==> config.mk <==
export PLATFORM = sky130hd
export DESIGN_NAME = mmem_write_queue_flat
export DESIGN_NICKNAME = d
export VERILOG_FILES = /design/src/rtl/mmem_pkg.sv /design/src/rtl/mmem_write_queue_if.sv /design/src/rtl/mmem_wq_fifo.sv /design/src/rtl/mmem_write_queue.sv /design/src/flat_wrapper.sv
export SDC_FILE = /design/constraint.sdc
export NUM_CORES = 1
export LEC_CHECK = 0
export CAP_MARGIN = 20
export CORE_MARGIN = 10
export CORE_UTILIZATION = 32
export DETAILED_ROUTE_END_ITERATION = 8
export GPL_TIMING_DRIVEN = 0
export PLACE_DENSITY = 0.59
export SKIP_LAST_GASP = 1
export SLEW_MARGIN = 20
export SYNTH_ARGS = -nofsm -noshare
export SYNTH_HDL_FRONTEND = slang
export SYNTH_SLANG_ARGS = --single-unit
==> constraint.sdc <==
create_clock -name clk_a -period 3.2 [get_ports clk_a]
set_input_delay 0.32 -clock clk_a [delete_from_list [all_inputs] [get_ports clk_a]]
set_output_delay 0.32 -clock clk_a [all_outputs]
set_load 0.03 [all_outputs]
==> src/rtl/mmem_pkg.sv <==
// mmem_pkg: shared constants and types for the M-memory write queue slice.
//   MMEM_AW / MMEM_DW / MMEM_WORDS : geometry of the 32x32 M-memory RAM.
//   mmem_state_e                   : front-end FSM states (zero-fill, normal run).
//   wq_entry_t                     : one queued write-back (address + data).
package mmem_pkg;

  localparam int MMEM_AW    = 5;
  localparam int MMEM_DW    = 32;
  localparam int MMEM_WORDS = 32;

  typedef enum logic [0:0] {
    ST_INIT = 1'b0,
    ST_RUN  = 1'b1
  } mmem_state_e;

  typedef struct packed {
    logic [MMEM_AW-1:0] addr;
    logic [MMEM_DW-1:0] data;
  } wq_entry_t;

endpackage

==> src/rtl/mmem_write_queue_if.sv <==
// mmem_write_queue_if: client and RAM A-port bundle for mmem_write_queue.
//   Client side : wr_valid/wr_ready/wr_addr/wr_data (write-back),
//                 rd_req/rd_addr -> rd_valid/rd_data (read),
//                 init_busy, fifo_count (status).
//   RAM side    : ram_address/ram_data/ram_wren/ram_rden -> RAM port A,
//                 ram_q <- RAM q_a (registered, one cycle latency).
//   slave  modport : the write-queue front end.
//   master modport : the environment (client plus RAM).
interface mmem_write_queue_if
  import mmem_pkg::*;
#(
  parameter int DEPTH = 4,
  parameter int AW    = MMEM_AW,
  parameter int DW    = MMEM_DW
);
  localparam int CW = $clog2(DEPTH) + 1;

  logic          wr_valid;
  logic          wr_ready;
  logic [AW-1:0] wr_addr;
  logic [DW-1:0] wr_data;
  logic          rd_req;
  logic [AW-1:0] rd_addr;
  logic [DW-1:0] rd_data;
  logic          rd_valid;
  logic          init_busy;
  logic [CW-1:0] fifo_count;
  logic [AW-1:0] ram_address;
  logic [DW-1:0] ram_data;
  logic          ram_wren;
  logic          ram_rden;
  logic [DW-1:0] ram_q;

  modport slave (
    input  wr_valid, wr_addr, wr_data, rd_req, rd_addr, ram_q,
    output wr_ready, rd_data, rd_valid, init_busy, fifo_count,
           ram_address, ram_data, ram_wren, ram_rden
  );

  modport master (
    output wr_valid, wr_addr, wr_data, rd_req, rd_addr, ram_q,
    input  wr_ready, rd_data, rd_valid, init_busy, fifo_count,
           ram_address, ram_data, ram_wren, ram_rden
  );

endinterface

==> src/rtl/mmem_wq_fifo.sv <==
// mmem_wq_fifo: write-back FIFO with a parallel address lookup.
//   clk_a, reset    : clock and synchronous active-high reset (flushes).
//   i_push          : enqueue i_push_entry (ignored when full).
//   i_pop           : drop the head entry (ignored when empty).
//   i_match_addr    : address compared against every occupied entry.
//   o_head          : oldest entry.
//   o_count         : occupied entries, 0..DEPTH.
//   o_hit           : some occupied entry holds i_match_addr.
//   o_hit_data      : data of the youngest such entry.
module mmem_wq_fifo
  import mmem_pkg::*;
#(
  parameter int DEPTH = 4
) (
  input  logic                     clk_a,
  input  logic                     reset,
  input  logic                     i_push,
  input  wq_entry_t                i_push_entry,
  input  logic                     i_pop,
  input  logic [MMEM_AW-1:0]       i_match_addr,
  output wq_entry_t                o_head,
  output logic [$clog2(DEPTH):0]   o_count,
  output logic                     o_hit,
  output logic [MMEM_DW-1:0]       o_hit_data
);

  localparam int PW = $clog2(DEPTH);
  localparam int CW = PW + 1;
  localparam logic [CW-1:0] FULL_CNT = CW'(DEPTH);

  wq_entry_t        r_mem [DEPTH];
  logic [PW-1:0]    r_head;
  logic [PW-1:0]    r_tail;
  logic [CW-1:0]    r_count;

  logic             w_push;
  logic             w_pop;
  logic [PW-1:0]    w_slot [DEPTH];
  logic [DEPTH-1:0] w_match;
  logic [PW-1:0]    w_hit_idx;

  assign w_push = i_push && (r_count != FULL_CNT);
  assign w_pop  = i_pop  && (r_count != {CW{1'b0}});

  // Storage is not reset: an entry only matters while the count covers it.
  always_ff @(posedge clk_a) begin
    if (w_push) begin
      r_mem[r_tail] <= i_push_entry;
    end
  end

  // Pointers wrap naturally because DEPTH is a power of two; fullness comes from the count.
  always_ff @(posedge clk_a) begin
    if (reset) begin
      r_head  <= {PW{1'b0}};
      r_tail  <= {PW{1'b0}};
      r_count <= {CW{1'b0}};
    end else begin
      if (w_push) begin
        r_tail <= r_tail + 1'b1;
      end
      if (w_pop) begin
        r_head <= r_head + 1'b1;
      end
      case ({w_push, w_pop})
        2'b10:   r_count <= r_count + 1'b1;
        2'b01:   r_count <= r_count - 1'b1;
        default: r_count <= r_count;
      endcase
    end
  end

  // Slot k is the k-th oldest entry; it is occupied when k < count.
  for (genvar k = 0; k < DEPTH; k++) begin : g_slot
    assign w_slot[k]  = r_head + PW'(k);
    assign w_match[k] = (CW'(k) < r_count) && (r_mem[w_slot[k]].addr == i_match_addr);
  end

  // Scan oldest to youngest so the last (youngest) match wins.
  always_comb begin
    w_hit_idx = {PW{1'b0}};
    for (int k = 0; k < DEPTH; k++) begin
      if (w_match[k]) begin
        w_hit_idx = w_slot[k];
      end else begin
        w_hit_idx = w_hit_idx;
      end
    end
  end

  assign o_hit      = |w_match;
  assign o_hit_data = r_mem[w_hit_idx].data;
  assign o_head     = r_mem[r_head];
  assign o_count    = r_count;

endmodule

==> src/rtl/mmem_write_queue.sv <==
// mmem_write_queue: front end for port A of the 32x32 M-memory RAM.
//   clk_a, reset : clock (shared with RAM port A), synchronous active-high reset.
//   bus (slave)  : client write/read requests, status, and the RAM A port.
// After reset the RAM is zero-filled (INIT_ON_RESET=1), then writes are
// queued and drained only in cycles without a read, so reads always own the
// shared address bus. Reads that hit a queued write return the youngest
// queued data instead of the stale RAM word.
module mmem_write_queue
  import mmem_pkg::*;
#(
  parameter int DEPTH         = 4,
  parameter int AW            = MMEM_AW,
  parameter int DW            = MMEM_DW,
  parameter int INIT_ON_RESET = 1
) (
  input  logic               clk_a,
  input  logic               reset,
  mmem_write_queue_if.slave  bus
);

  localparam int CW = $clog2(DEPTH) + 1;
  localparam logic [CW-1:0] FULL_CNT  = CW'(DEPTH);
  localparam logic [AW-1:0] INIT_LAST = AW'(MMEM_WORDS - 1);

  mmem_state_e   r_state;
  mmem_state_e   w_state_nxt;
  logic [AW-1:0] r_init_cnt;
  logic          r_rd_valid;
  logic          r_fwd_hit;
  logic [DW-1:0] r_fwd_data;
  logic [DW-1:0] r_rd_hold;

  logic          w_init_busy;
  logic          w_wr_ready;
  logic          w_push;
  logic          w_pop;
  logic          w_rd_accept;
  logic [AW-1:0] w_ram_address;
  logic [DW-1:0] w_ram_data;
  logic          w_ram_wren;
  logic          w_ram_rden;
  logic [DW-1:0] w_rd_data;

  wq_entry_t     w_push_entry;
  wq_entry_t     w_head;
  logic [CW-1:0] w_count;
  logic          w_hit;
  logic [DW-1:0] w_hit_data;

  assign w_push_entry = {bus.wr_addr, bus.wr_data};

  mmem_wq_fifo #(
    .DEPTH (DEPTH)
  ) u_fifo (
    .clk_a        (clk_a),
    .reset        (reset),
    .i_push       (w_push),
    .i_push_entry (w_push_entry),
    .i_pop        (w_pop),
    .i_match_addr (bus.rd_addr),
    .o_head       (w_head),
    .o_count      (w_count),
    .o_hit        (w_hit),
    .o_hit_data   (w_hit_data)
  );

  // State register.
  always_ff @(posedge clk_a) begin
    if (reset) begin
      r_state <= (INIT_ON_RESET != 0) ? ST_INIT : ST_RUN;
    end else begin
      r_state <= w_state_nxt;
    end
  end

  // Next state: leave INIT once the last word has been written.
  always_comb begin
    w_state_nxt = r_state;
    case (r_state)
      ST_INIT: begin
        if (r_init_cnt == INIT_LAST) begin
          w_state_nxt = ST_RUN;
        end else begin
          w_state_nxt = ST_INIT;
        end
      end
      ST_RUN:  w_state_nxt = ST_RUN;
      default: w_state_nxt = ST_INIT;
    endcase
  end

  // Zero-fill address counter; restarts from 0 on every reset.
  always_ff @(posedge clk_a) begin
    if (reset) begin
      r_init_cnt <= {AW{1'b0}};
    end else if (r_state == ST_INIT) begin
      r_init_cnt <= r_init_cnt + 1'b1;
    end else begin
      r_init_cnt <= {AW{1'b0}};
    end
  end

  // Outputs and port arbitration: a read takes the port, otherwise drain the head.
  always_comb begin
    w_init_busy   = 1'b0;
    w_wr_ready    = 1'b0;
    w_push        = 1'b0;
    w_pop         = 1'b0;
    w_rd_accept   = 1'b0;
    w_ram_address = {AW{1'b0}};
    w_ram_data    = {DW{1'b0}};
    w_ram_wren    = 1'b0;
    w_ram_rden    = 1'b0;
    case (r_state)
      ST_INIT: begin
        w_init_busy   = 1'b1;
        w_ram_address = r_init_cnt;
        w_ram_wren    = 1'b1;
      end
      ST_RUN: begin
        w_wr_ready = (w_count != FULL_CNT);
        w_push     = bus.wr_valid && w_wr_ready;
        if (bus.rd_req) begin
          w_ram_address = bus.rd_addr;
          w_ram_rden    = 1'b1;
          w_rd_accept   = 1'b1;
        end else if (w_count != {CW{1'b0}}) begin
          w_ram_address = w_head.addr;
          w_ram_data    = w_head.data;
          w_ram_wren    = 1'b1;
          w_pop         = 1'b1;
        end else begin
          w_ram_wren    = 1'b0;
          w_ram_rden    = 1'b0;
        end
      end
      default: begin
        w_init_busy = 1'b0;
      end
    endcase
  end

  // Read pipeline: capture forwarding decision alongside the RAM read.
  // The lookup sees only entries queued before this cycle, so a same-cycle
  // write does not affect the read.
  always_ff @(posedge clk_a) begin
    if (reset) begin
      r_rd_valid <= 1'b0;
      r_fwd_hit  <= 1'b0;
      r_fwd_data <= {DW{1'b0}};
    end else begin
      r_rd_valid <= w_rd_accept;
      if (w_rd_accept) begin
        r_fwd_hit  <= w_hit;
        r_fwd_data <= w_hit_data;
      end
    end
  end

  assign w_rd_data = r_fwd_hit ? r_fwd_data : bus.ram_q;

  // Hold the last returned word so rd_data is stable between reads.
  always_ff @(posedge clk_a) begin
    if (reset) begin
      r_rd_hold <= {DW{1'b0}};
    end else if (r_rd_valid) begin
      r_rd_hold <= w_rd_data;
    end
  end

  assign bus.rd_data     = r_rd_valid ? w_rd_data : r_rd_hold;
  assign bus.rd_valid    = r_rd_valid;
  assign bus.init_busy   = w_init_busy;
  assign bus.wr_ready    = w_wr_ready;
  assign bus.fifo_count  = w_count;
  assign bus.ram_address = w_ram_address;
  assign bus.ram_data    = w_ram_data;
  assign bus.ram_wren    = w_ram_wren;
  assign bus.ram_rden    = w_ram_rden;

endmodule

==> src/flat_wrapper.sv <==
// flat-port wrapper written by rule: the top's interface ports become plain ports
module mmem_write_queue_flat import mmem_pkg::*;
#(
  parameter int DEPTH         = 4,
  parameter int AW            = MMEM_AW,
  parameter int DW            = MMEM_DW,
  parameter int INIT_ON_RESET = 1
)
  (clk_a, reset, bus_wr_valid, bus_wr_addr, bus_wr_data, bus_rd_req, bus_rd_addr, bus_ram_q, bus_wr_ready, bus_rd_data, bus_rd_valid, bus_init_busy, bus_fifo_count, bus_ram_address, bus_ram_data, bus_ram_wren, bus_ram_rden);
  mmem_write_queue_if #(.DEPTH(DEPTH), .AW(AW), .DW(DW)) bus_i ();
  input  logic clk_a;
  input  logic reset;
  input wire logic [$bits(bus_i.wr_valid)-1:0] bus_wr_valid;
  input wire logic [$bits(bus_i.wr_addr)-1:0] bus_wr_addr;
  input wire logic [$bits(bus_i.wr_data)-1:0] bus_wr_data;
  input wire logic [$bits(bus_i.rd_req)-1:0] bus_rd_req;
  input wire logic [$bits(bus_i.rd_addr)-1:0] bus_rd_addr;
  input wire logic [$bits(bus_i.ram_q)-1:0] bus_ram_q;
  output wire logic [$bits(bus_i.wr_ready)-1:0] bus_wr_ready;
  output wire logic [$bits(bus_i.rd_data)-1:0] bus_rd_data;
  output wire logic [$bits(bus_i.rd_valid)-1:0] bus_rd_valid;
  output wire logic [$bits(bus_i.init_busy)-1:0] bus_init_busy;
  output wire logic [$bits(bus_i.fifo_count)-1:0] bus_fifo_count;
  output wire logic [$bits(bus_i.ram_address)-1:0] bus_ram_address;
  output wire logic [$bits(bus_i.ram_data)-1:0] bus_ram_data;
  output wire logic [$bits(bus_i.ram_wren)-1:0] bus_ram_wren;
  output wire logic [$bits(bus_i.ram_rden)-1:0] bus_ram_rden;
  assign bus_i.wr_valid = bus_wr_valid;
  assign bus_i.wr_addr = bus_wr_addr;
  assign bus_i.wr_data = bus_wr_data;
  assign bus_i.rd_req = bus_rd_req;
  assign bus_i.rd_addr = bus_rd_addr;
  assign bus_i.ram_q = bus_ram_q;
  assign bus_wr_ready = bus_i.wr_ready;
  assign bus_rd_data = bus_i.rd_data;
  assign bus_rd_valid = bus_i.rd_valid;
  assign bus_init_busy = bus_i.init_busy;
  assign bus_fifo_count = bus_i.fifo_count;
  assign bus_ram_address = bus_i.ram_address;
  assign bus_ram_data = bus_i.ram_data;
  assign bus_ram_wren = bus_i.ram_wren;
  assign bus_ram_rden = bus_i.ram_rden;
  mmem_write_queue #(.DEPTH(DEPTH), .AW(AW), .DW(DW), .INIT_ON_RESET(INIT_ON_RESET)) u_core (.clk_a(clk_a), .reset(reset), .bus(bus_i));
endmodule
Word level (Yosys, flattened, before mapping)
Memories as Yosys holds them, arrays and structs flattened. A register that Yosys moved wholly into a read port is not among the register bits.
Index checks and enable logic that the tools add are counted.
{"block": "word_totals", "register_bits": 47, "memories": 1, "mem_bits_rw": 148, "elab_cells": 68, "in_bits": 78}
{"block": "op_classes", "muxes": 28, "n_reduce_logical": 11, "n_lt_le_gt_ge": 4, "bitwise": 1, "add_sub_neg": 7, "eq_ne": 8}
{"memory": "u_core.u_fifo.r_mem", "words": 4, "word_bits": 37, "rd": 5, "rd_clocked_by_memory_dff": 2, "write_ports": 1, "line": "mmem_wq_fifo.sv:31", "rtl": "wq_entry_t r_mem [DEPTH];"}
{"operator": "$mux 32", "count": 5}
{"operator": "$eq 5x5->1", "count": 4}
{"operator": "$mux 2", "count": 6}
{"operator": "$mux 1", "count": 11}
{"operator": "$mux 5", "count": 2}
{"operator": "$pmux 5 s2", "count": 1}
{"operator": "$logic_and 1x1->1", "count": 7}
{"operator": "$lt 1x3->1 const A", "count": 2}
{"operator": "$lt 2x3->1 const A", "count": 2}
{"operator": "$pmux 3 s2", "count": 1}
{"operator": "$add 5x1->5 const B", "count": 1}
{"operator": "$eq 5x5->1 const B", "count": 1}
{"operator": "$add 2x1->2 const B", "count": 2}
{"operator": "$add 2x2->2 const B", "count": 2}
{"operator": "$pmux 1 s2", "count": 2}
{"operator": "$reduce_or 4->1", "count": 1}
{"operator": "$add 3x1->3 const B", "count": 1}
{"operator": "$ne 3x3->1 const B", "count": 1}
{"operator": "$reduce_bool 3->1", "count": 1}
{"operator": "$sub 3x1->3 const B", "count": 1}
{"operator": "$eq 2x1->1 const B", "count": 1}
{"operator": "$eq 2x2->1 const B", "count": 1}
{"operator": "$reduce_bool 2->1", "count": 1}
{"operator": "$reduce_or 2->1", "count": 1}
{"operator": "$not 1->1", "count": 1}

Longest topological paths before layout
{"block": "depth", "ltp_word": 7, "ltp_mapped": 13, "depth_no_buf": 10}

Hierarchy
A second synthesis with hierarchy kept.
{"block": "hier_totals", "hier_cells": 1060, "hier_area_um2": 12813.5}
{"module": "mmem_wq_fifo", "cells_per_inst": 666, "seq_area_each_um2": 4624.4, "n_inst": 1, "area_per_inst_um2": 9571.7}
{"module": "mmem_write_queue", "cells_per_inst": 394, "seq_area_each_um2": 1441.4, "n_inst": 1, "area_per_inst_um2": 3241.9}

Worst setup path after synthesis
Ideal clock, no wire load.
{"block": "synth_timing", "path_kind": "register -> register", "start": "register u_core.u_fifo.r_head[1]", "end": "register u_core.r_fwd_data[15], read port of u_core.u_fifo.r_mem", "setup_slack_ns": 0.088, "period_less_slack_ns": 3.112, "stages_incl_launch_ff": 13, "arrival_time_ns": 3.024, "n_path_buf": 3, "setup_time_ns": 0.089, "path_cell_list": "dfxtp_1 > buf_2 > buf_2 > mux4_2 > xor2_1 > nor4_2 > nand3_1 > nand4_1 > o221ai_1 > a21oi_2 > clkbuf_1 > o221ai_1 > a311oi_2"}
{"block": "synth_via", "elab_chain_len": 7, "word_cells_on_any_way": 14}
{"element": "from (decl)", "line": "mmem_wq_fifo.sv:32", "rtl": "logic [PW-1:0] r_head;"}
{"element": "from (signal assigned)", "line": "mmem_wq_fifo.sv:55", "rtl": "r_head <= {PW{1'b0}};"}
{"element": "from (signal assigned)", "line": "mmem_wq_fifo.sv:63", "rtl": "r_head <= r_head + 1'b1;"}
{"element": "$add 2x1->2", "line": "mmem_wq_fifo.sv:75", "rtl": "assign w_slot[k] = r_head + PW'(k);"}
{"element": "$mem_v2 4x37"}
{"element": "$eq 5x5->1", "line": "mmem_wq_fifo.sv:76", "rtl": "assign w_match[k] = (CW'(k) < r_count) && (r_mem[w_slot[k]].addr == i_match_addr);"}
{"element": "$logic_and 1x1->1", "line": "mmem_wq_fifo.sv:76"}
{"element": "$mux 2 (2 in a row)", "line": "mmem_wq_fifo.sv:83", "rtl": "if (w_match[k]) begin"}
{"element": "$mux 2 (*)", "line": "mmem_wq_fifo.sv:83"}
{"element": "to (decl)", "line": "mmem_write_queue.sv:30", "rtl": "logic [DW-1:0] r_fwd_data;"}
Mark *: on every way between the ends. The rest lies on a longest branch, timed or not.
A chain may end at the register's enable or synchronous reset.

==> impl_metrics.toml <==
[global_route]
grt_pass1_wl_microns = 66360
grt_antenna_before_repair = 1
grt_pass1_vias = 10310
grt_start_max_net_pins = 38
grt_overflow = 0
grt_use_total_pct = 17.94

[placement]
dp_hpwl_microns = 31160
place.port_buffers = 148
routabilityCongestion = 0.8606
dp_cells = 1704
pre_cts_slack_ns = -0.9532

[finish]
fin_cells = 1776
antenna_cells = 0
final_util_pct = 41.65
nets = 1320
drive_gt1_share_pct = 25.66
num-fill-cells = 3664
area_growth_syn_to_layout_pct = 29.14

[drt]
drt_iter0_markers = 1303
wirelength_microns = 45170
drt-pass1-iter-count = 6
wl_per_cell_microns = 25.43
ant_nets = 0
route.vias.total = 10510
drc = 0
vias_per_cell = 5.918

[synth]
ys_top_cells_by_area = "edfxtp_1, dfxtp_1, mux4_2"
synth_edf_count = 148
synth_top_area_share_pct = 34.84
yosys.cell_types.count = 41
syn_avg_cell_area_sq_um = 12.38
async_reset_ff_share_pct = 0
netlist_area_sq_um = 12750
synth_top_cell_by_area = "edfxtp_1"
seq_area_frac_synth_pct = 47.56
syn_nets = 1119
synth_warnings = 0
ys_ff_latch = 229
synthCells = 1030
ys.flop_type = "edfxtp_1"

[die]
dieHeight_microns = 219.6
std_cell_rows = 73
dieArea_sq_um = 48240
ios = 155
coreArea_sq_um = 39550
die_w_microns = 219.6
initial_core_util_pct = 32.25

[timing]
whs_ns = 0.3778
clock.fmax_mhz = 295.2
worstMarginPinSlew_ns = 0.8456
finalSetupViolations = 32
layout_setup_ws_ns = -0.1870
relSlewSlack_pct = 43.62
post-route-period-util_pct = 105.8
maxSlewViolCount = 0
grt_setup_unrepaired = "true"
fin_crit_ns = 3.387
hold_viol_final = 0
worst_clock_skew_ns = 0.03051

[min_path]
holdPathStages = 1
hold_start = "bus_wr_data[17]"
hold_class = "in -> reg"
min_to = "u_core.u_fifo.r_mem[1][17]$_DFFE_PP_"

[critical_path]
crit_arrival_ns = 3.85
path_cells = "buf_12 -> mux4_2 -> xnor2_2 -> nand4_1 -> a211o_1 -> or4b_4 -> o221ai_4 -> buf_6 -> a21oi_4 -> buf_6 -> a211o_1 -> a311oi_1"
r2r_slack_ns = -0.19
critPathRequiredTime_ns = 3.66
crit_type = "reg -> reg"
endpoint_kind = "flip-flop"
cpMaxStageDelayCell = "or4b_4"
r2r-end = "u_core.r_fwd_data[4]$_SDFFE_PP0P_"
critPathTopFamily = "compound AO/OA/AOI/OAI gates"
crit_buf_inv = 3
max_stage_delay_ns = 0.56
critPathLaunchType = "flip-flop"
crit_fanout = 6
reg2reg_depth = 12

[run_status]
violations = "setup timing"
outcome = "finished with violations"

[power_and_ir_drop]
peakVddDrop_uv = 323.4
p_per_area_nw_per_um2 = 390.0
p_leak_uw = 0.005609
power.total_uw = 6424

[cts]
cts_tree = "yes"
clockBufferDepth = 3
clk_latency_ns = 0.58
htreeDepth = 1
cts-root-buf = "clkbuf_16"
hold_buffers = 0
path_clk_slew_ns = 0.06
cts_made_buffers = 27
cts.sinks = 229

[job]
cap_violations = 0
[power by group]
group          internal [uW]  switching (uW)
combinational            107            90.7
sequential              3140            3.75
clock                   1790            1290
total                   5040            1390
[worst max-delay path by stage]
| stage | end | startpoint | cells after the start | slack, ns |
|---|---|---|---|---|
| after CTS | u_core.r_fwd_data[13]$_SDFFE_PP0P_ | flip-flop | 12 | -0.16 |
| after floorplan | u_core.r_fwd_data[15]$_SDFFE_PP0P_ | u_core.u_fifo.r_head[1]$_SDFFE_PP0P_ | 12 | 0.09 |
| after global routing | u_core.r_fwd_data[1]$_SDFFE_PP0P_ | flip-flop | 11 | -0.26 |
| final | u_core.r_fwd_data[4]$_SDFFE_PP0P_ | flip-flop | 12 | -0.19 |
| after detailed placement | u_core.r_fwd_data[11]$_SDFFE_PP0P_ | flip-flop | 11 | -0.95 |
| after global placement | u_core.r_fwd_data[2]$_SDFFE_PP0P_ | u_core.u_fifo.r_head[0]$_SDFFE_PP0P_ | 13 | -0.91 |
[final cells by class]
type / instances / area, sq um / area share (%)
Tap cell: 525 / 656.9 / 3.988
Clock inverter: 15 / 153.9 / 0.9343
Buffer: 113 / 663.1 / 4.026
Timing Repair Buffer: 176 / 1795 / 10.90
Clock buffer: 34 / 732.0 / 4.444
Multi-Input combinational cell: 675 / 6366 / 38.65
Inverter: 9 / 33.78 / 0.2051
Sequential cell: 229 / 6071 / 36.86
[flip-flops by register name (all words and copies together), names as in the netlist, named ones only]
signal and flops:
u_core.r_state 1, u_core.u_fifo.o_count 3, u_core.r_rd_hold 32, u_core.r_fwd_data 32
u_core.bus.rd_valid 1, u_core.u_fifo.r_tail 2, u_core.u_fifo.r_head 2, u_core.r_fwd_hit 1
u_core.r_init_cnt 5, u_core.u_fifo.r_mem 148
[through the flow]
step                TNS (ns)  cell area, sq um
finish                -3.449             16470
global route          -6.511             16470
CTS                   -4.246             16380
detailed placement    -50.28             14930
global placement      -92.25             14890
floorplan                  0             12750
[cell usage after synthesis, types with 11 or more instances]
cell type  number
o221ai_1       97
mux4_2         52
edfxtp_1      148
xnor2_1        16
dfxtp_1        81
clkbuf_1      100
mux2_2         32
nor2b_1        44
xor2_1         12
ha_1           11
o221a_2        51
nor2_1         76
and2_1         25
o221a_1        13
and3_1         42
a211o_1        33
mux2i_1        33
a311oi_2       28
a21oi_1        37
a211oi_1       33
[layout by cell type, fill, tap and decap left out, drive strengths merged, types with 2 or more instances in the layout]
master         count
inv                9
a311oi            32
nor2              76
mux4              52
clkinv             8
ha                11
o221ai            97
o21ai              4
a21oi             39
nor2b             44
clkdlybuf4s50    112
clkbuf           129
mux2              32
and3              42
nand4              4
nor4               2
nor3b              2
clkinvlp           5
nand2              6
o221a             64
bufinv             2
dlygate4sd2       16
dlymetal6s2s      20
edfxtp           148
xnor2             16
and2              25
a211oi            33
buf               46
mux2i             33
a211o             33
xor2              12
nand3              4
dfxtp             81
a221o              5
nor3               3
[logic make-up (layout without fill, tap and decap cells)]
group / count (synthesis) / in the layout / share of synthesized area (%)
buffers and inverters: 127 / 347 / 3.865
XOR/XNOR: 28 / 28 / 1.923
AND/OR/NAND/NOR: 211 / 211 / 8.770
multiplexers: 117 / 117 / 14.60
adder cells (fa/ha/maj): 11 / 11 / 1.079
AO/OA/AOI/OAI: 307 / 308 / 22.21
flip-flops: 229 / 229 / 47.56
[per-layer routing]
metal / up-vias / global-route usage (%) / wire [microns]
met5: - / 0 / 11
met4: 2 / 5.912 / 1186
met3: 87 / 4.127 / 4673
met2: 575 / 28.10 / 20370
met1: 5221 / 24.05 / 18930
li1: 4626 / - / -
[what timing repair did]
| action | CTS | global route |
|---|---|---|
| pin swaps | 9 | 19 |
| setup buffers | 21 | 4 |
| resized for setup | 154 | 45 |
| setup endpoints to repair | 94 | 59 |
| cloned | 5 | 0 |
(Power assumes the default switching activity.)
